`config.mk`:
```
export PLATFORM = sky130hd
export DESIGN_NAME = hamming_enc_stream
export DESIGN_NICKNAME = d
export VERILOG_FILES = /design/src/rtl/hamming_enc_stream.sv
export SDC_FILE = /design/constraint.sdc
export NUM_CORES = 1
export LEC_CHECK = 0
export CORE_MARGIN = 2
export CORE_UTILIZATION = 30
export DETAILED_ROUTE_END_ITERATION = 8
export SLEW_MARGIN = 25
export SYNTH_ARGS = -nofsm -noshare
export SYNTH_HDL_FRONTEND = slang
export SYNTH_SLANG_ARGS = --single-unit
```
`constraint.sdc`:
```
create_clock -name clk -period 1.7 [get_ports clk]
set_clock_uncertainty 0.2 [all_clocks]
set_input_delay 0.34 -clock clk [delete_from_list [all_inputs] [get_ports clk]]
set_output_delay 0.34 -clock clk [all_outputs]
set_load 0.03 [all_outputs]
```
`src/rtl/hamming_enc_stream.sv`:
```
// Streaming systematic Hamming encoder with optional SECDED bit.
// Registered output stage plus skid register; s_ready and m_valid come from flops.
module hamming_enc_stream #(
  parameter int DATA_W = 4,
  parameter int SECDED = 0,
  parameter int CNT_W  = 16,
  localparam int R = (DATA_W + 4 <= 8)  ? 3 :
                     (DATA_W + 5 <= 16) ? 4 :
                     (DATA_W + 6 <= 32) ? 5 :
                     (DATA_W + 7 <= 64) ? 6 : 7,
  localparam int CODE_W = DATA_W + R + SECDED
) (
  input  logic              clk,
  input  logic              rst,
  input  logic              s_valid,
  output logic              s_ready,
  input  logic [DATA_W-1:0] s_data,
  output logic              m_valid,
  input  logic              m_ready,
  output logic [CODE_W-1:0] m_code,
  output logic [CNT_W-1:0]  word_cnt
);

  typedef enum logic [1:0] {
    EMPTY,
    ONE,
    TWO
  } state_t;

  state_t state;
  state_t state_n;

  logic [CODE_W-1:0] skid;
  logic [CODE_W-1:0] enc;
  logic              acc;
  logic              emit;
  logic              load_enc;
  logic              load_skid;
  logic              load_from_skid;

  // Data bits fill non-power-of-two positions in ascending order from 3.
  function automatic logic [CODE_W-1:0] encode(input logic [DATA_W-1:0] d);
    logic [R-1:0]      par;
    logic [R-1:0]      pf;
    logic [CODE_W-1:0] c;
    int                k;
    par = '0;
    pf  = '0;
    k   = 0;
    for (int pos = 3; pos < (1 << R); pos++) begin
      if (k < DATA_W && (pos & (pos - 1)) != 0) begin
        for (int j = 0; j < R; j++) begin
          if (pos[j]) par[j] = par[j] ^ d[DATA_W-1-k];
        end
        k++;
      end
    end
    for (int j = 0; j < R; j++) pf[R-1-j] = par[j];
    c = '0;
    c[CODE_W-1 -: DATA_W] = d;
    c[SECDED +: R] = pf;
    if (SECDED != 0) c[0] = ^{d, par};
    return c;
  endfunction

  assign enc  = encode(s_data);
  assign acc  = s_valid & s_ready;
  assign emit = m_valid & m_ready;

  always_comb begin
    state_n        = state;
    load_enc       = 1'b0;
    load_skid      = 1'b0;
    load_from_skid = 1'b0;
    unique case (state)
      EMPTY: begin
        if (acc) begin
          state_n  = ONE;
          load_enc = 1'b1;
        end
      end
      ONE: begin
        if (acc && emit) begin
          load_enc = 1'b1;
        end else if (emit) begin
          state_n = EMPTY;
        end else if (acc) begin
          state_n   = TWO;
          load_skid = 1'b1;
        end
      end
      TWO: begin
        if (emit) begin
          state_n        = ONE;
          load_from_skid = 1'b1;
        end
      end
      default: state_n = EMPTY;
    endcase
  end

  always_ff @(posedge clk or posedge rst) begin
    if (rst) begin
      state    <= EMPTY;
      s_ready  <= 1'b1;
      m_valid  <= 1'b0;
      m_code   <= '0;
      skid     <= '0;
      word_cnt <= '0;
    end else begin
      state   <= state_n;
      s_ready <= (state_n != TWO);
      m_valid <= (state_n != EMPTY);
      if (load_enc) m_code <= enc;
      else if (load_from_skid) m_code <= skid;
      if (load_skid) skid <= enc;
      if (emit) word_cnt <= word_cnt + 1'b1;
    end
  end

endmodule

```
Word level (Yosys, flattened, before mapping):

Cells that the tools add are included.

* $add $sub $neg: 1
* equality and inequality tests: 3
* multiplexer cells: 16
* bitwise logic cells: 8
* reductions and logical operators: 4

Operators by type and width (count)
* 16-bit by 1-bit adder with 16-bit output (second input constant): 1
* 7-bit two-way mux: 2
* 2-bit two-way mux: 5
* 1-bit two-way mux: 7
* 2-bit case mux with 3 select lines: 1
* 1-bit bitwise XOR: 6
* 2-bit nonzero test: 2
* 1-bit bitwise AND: 2
* 2-bit by 1-bit equality test with 1-bit output (second input constant): 1
* 2-bit equality test (second input constant): 1
* 2-bit zero test: 1
* 2-bit inequality test (second input constant): 1
* 1-bit case mux with 2 select lines: 1
* 1-bit logical AND: 1

* register bits after elaboration: 34
* bits of input ports: 8
* output and inout bits: 25
* word-level logic and storage cells: 38

Depth between registers and ports, before layout:

* depth after elaboration: 6
* depth in mapped cells: 5
* gate-level depth less buffers: 5

Least setup slack after synthesis:

No wires, ideal clock.

* path kind: register to register
* start: register word_cnt[0]
* end: register word_cnt[12]
* library setup time: 0.134 ns
* arrival time: 1.627 ns
* data required time: 1.366 ns
* setup slack: -0.261 ns
* cell stages (with the launch flop): 6
* buffers on the path: 0
* period minus slack after synthesis: 1.961 ns
* cells stage by stage: dfrtp_1 ha_1 nand3_1 nor4_1 nand3_1 xnor2_1

* cells in the longest elaborated chain, start to end: 1

RTL lines
* from (decl): RTL line 21 `output logic [CNT_W-1:0] word_cnt`
* from (signal assigned): RTL line 117 `if (emit) word_cnt <= word_cnt + 1'b1;`
* 16-bit by 1-bit adder with 16-bit output: RTL line 117

Every way passes these cells.
A chain may end at the register's enable or synchronous reset.

Final worst setup path:

* start: register m_valid
* end: register skid[3]

* cells in the longest elaborated chain, start to end: 4
* elaborated cells on any way between the ends: 5
* those cells by class: mux (3); bitwise (1); reduce/logical (1)

RTL lines
* from (decl): RTL line 18 `output logic m_valid,`
* from (signal assigned): RTL line 113 `m_valid <= (state_n != EMPTY);`
* 1-bit bitwise AND *: RTL line 68 `assign emit = m_valid & m_ready;`
* 1-bit two-way mux / 1-bit logical AND (equally long branches): RTL line 85, 83
* 1-bit two-way mux *: RTL line 83 `if (acc && emit) begin`
* 1-bit two-way mux *: RTL line 75 `unique case (state)`
* to (signal assigned): RTL line 116 `if (load_skid) skid <= enc;`
* to (decl): RTL line 33 `logic [CODE_W-1:0] skid;`

Mark *: on every way between the ends. The rest lies on a longest branch, timed or not.

==> impl_metrics.toml <==
[routing]
drtIter0Drc = 25
drt-total-wl_um = 3145
viasPerCell = 4.449
drcViolationCount = 0
wl_per_cell_um = 12.29
ant_nets = 0
num_vias = 1139
firstDrtPassIters = 2
wl_met1_um = 1403
dr.max_layer_used = "met4"
wl_met2_um = 1514
met3_length_um = 181

[pwr]
vdd_drop_max_mv = 0.8400
p_leak_nw = 1.134
p_per_area_nw_per_um2 = 1677

[logic_synthesis]
ys_async_sr_fraction = 1.000
synth_top_area_share = 0.5565
seq_area_frac_synth = 0.5742
synth_area_leader_cell = "dfrtp_1"
yosysMostFrequentCell = "dfrtp_1"
synthDistinctLibCells = 29
netlist_area_um2 = 1484
yosys-top-cells-area = "dfrtp_1, xnor2_1, xor2_1"
synth.avg_cell_area_um2 = 11.78
ys.flop_type = "dfrtp_1"
ys_ff_latch = 34
yosysWarnings = 0
synth_common_cells = "dfrtp_1, xnor2_1, nand2_1, xor2_1, nand3_1"
syn_nets = 135
synth_enable_flop_cells = 0
syn_inst = 126

[clock_network]
cts_root_buf = "clkbuf_8"
cts_buffers = 5
clk_pin_slew_ns = 0.08
clock_latency_ns = 0.29
htreeDepth = 2
cts_max_path_buffers = 2
tritoncts = "built"
clock-sinks = 34

[timing]
slew_headroom = 0.7492
fin_hold_ws_ns = 0.1857
timing.fmax_ghz = 0.5948
tightest_slew_ns = 0.3731
setup-violations-final = 0
hold_violations = 0
finalSetupTns_ns = 0
rsz0062_at_grt = "yes"
worst_slack_ns = 0.01888
finalCriticalPeriod_ns = 1.681
period_share = 0.9889
slew_violations = 0

[finish]
fin_cells = 256
nFillCells = 456
nNetsFinal = 197
drive_gt1_frac = 0.3492
antenna_cells = 0
syn_to_final_growth_pct = 53.12

[grt]
grt_pass1_vias = 1208
overflow = 0
antenna_found_initial = 0
grt_max_degree = 35
track_usage = 0.1294
grt_pass1_wl_um = 5368

[floorplan]
initial_utilization = 0.3121
die_y_um = 74.33
die-area_um2 = 5525
ios = 33
coreArea_um2 = 4755
die_w_um = 74.33
fp-row-count = 25

[placed_design]
port_buffers = 32
dp_hpwl_um = 2310
dpl_worst_slack_ns = -0.4228
placed_cells = 247
gp_congestion = 0.7825

[critical_path]
endpoint_kind = "register"
crit_type = "register to register"
cp_cell_sequence = "a21boi_4 -> or3b_4 -> mux2_4"
critPathLaunchType = "register"
slowest_stage = "or3b_4"
critPathRequiredTime_ns = 1.67
worstReg2RegEnd = "skid[3]"
crit_fanout = 5
timing.rr.start = "m_valid"
rr_worst_depth = 3
crit_arrival_ns = 1.65
r2r_setup_slack_ns = 0.02
cpPeakStageDelay_ns = 0.45

[worst_hold_path]
hold_class = "primary input to async pin"

[run_status]
status = "finished, final reports clean"

[job]
cap_violations = 0
-- cells in the final DEF (no fill, tap or decap), drive strengths merged --
cell type / n
o22ai: 4
nor4: 2
and3: 3
or3: 1
a21boi: 1
nand2: 10
ha: 1
and2: 2
or3b: 1
o21ai: 5
dfrtp: 33
nor3: 3
buf: 27
nand3b: 1
xor2: 10
a21oi: 5
nand2b: 1
clkbuf: 6
o21a: 1
o221a: 2
clkdlybuf4s50: 5
nand3: 7
inv: 6
bufinv: 2
mux2: 5
mux2i: 2
xnor2: 11
dfstp: 1
nand4: 3
nor2: 2
dlygate4sd2: 26
-- routing by layer --
layer / up-vias / global-route usage
met5: - / 0
met4: 0 / 0.05952
met3: 5 / 0.04336
met2: 29 / 0.2123
met1: 547 / 0.1543
li1: 558 / -
-- cells by family (layout without fill, tap and decap cells) --
| group | Yosys count | after routing | synth area share |
|---|---|---|---|
| xor gates and xnor gates | 21 | 21 | 0.1239 |
| DFF | 34 | 34 | 0.5742 |
| AOI/OAI and AO/OA | 18 | 18 | 0.07841 |
| buffers and inverters | 9 | 72 | 0.02782 |
| muxes | 7 | 7 | 0.05902 |
| adders and majority gates | 1 | 1 | 0.008430 |
| and+or+nand+nor | 36 | 36 | 0.1282 |
-- flip-flops by register name (all words and copies together) (netlist names) --
| register | flops |
|---|---|
| state | 2 |
| m_valid | 1 |
| s_ready | 1 |
| skid | 7 |
| m_code | 7 |
| word_cnt | 16 |
-- power by group --
part	internal [mW]	switching, mW	total, mW
Combinational	0.711	0.815	1.53
Clock	0.626	0.312	0.938
Sequential	1.12	0.229	1.35
Total	2.45	1.36	3.81
-- worst max path at each step --
| stage | from | to | slack, ns | depth (start not counted) |
|---|---|---|---|---|
| after floorplan | m_valid | skid[3] | -0.15 | 4 |
| after global routing | word_cnt[4] | word_cnt[13] | -0.04 | 4 |
| final | m_valid | skid[3] | 0.02 | 3 |
| after global placement | m_ready | skid[6] | -0.41 | 4 |
| after detailed placement | m_ready | skid[1] | -0.42 | 5 |
| after CTS | s_ready | skid[3] | -0.06 | 4 |
-- timing repair --
item,CTS,global route
gates resized for setup,27,4
buffers inserted,1,1
endpoints found under the setup margin,43,22
hold buffers,0,0
pin swaps,3,2
-- worst max-delay path: cells and delay by family, from the launching register on --
| family | cells | cell delay, ns |
|---|---|---|
| AO/OA/AOI/OAI | 1 | 0.17 |
| flip-flops | 1 | 0.44 |
| AND/OR/NAND/NOR | 1 | 0.45 |
| multiplexers | 1 | 0.31 |
-- area by class of cell --
| class | count | area, µm² | area share |
|---|---|---|---|
| Clock buffer | 6 | 82.58 | 0.03634 |
| Timing Repair Buffer | 58 | 496.7 | 0.2186 |
| Clock inverter | 2 | 60.06 | 0.02643 |
| Multi-Input combinational cell | 83 | 664.4 | 0.2924 |
| Tap cell | 67 | 83.83 | 0.03689 |
| Sequential cell | 34 | 862.1 | 0.3794 |
| Inverter | 6 | 22.52 | 0.009912 |
-- metrics by stage --
step | power [mW] | instance area (µm²) | util
floorplan | 2.346 | 1565 | -
global placement | 2.950 | 2138 | 0.4497
detailed placement | 2.984 | 2138 | 0.4497
CTS | 3.819 | 2260 | 0.4753
global route | 4.030 | 2272 | 0.4779
finish | 3.810 | 2272 | 0.4779
Note: power is estimated with default switching activity, not from simulation.
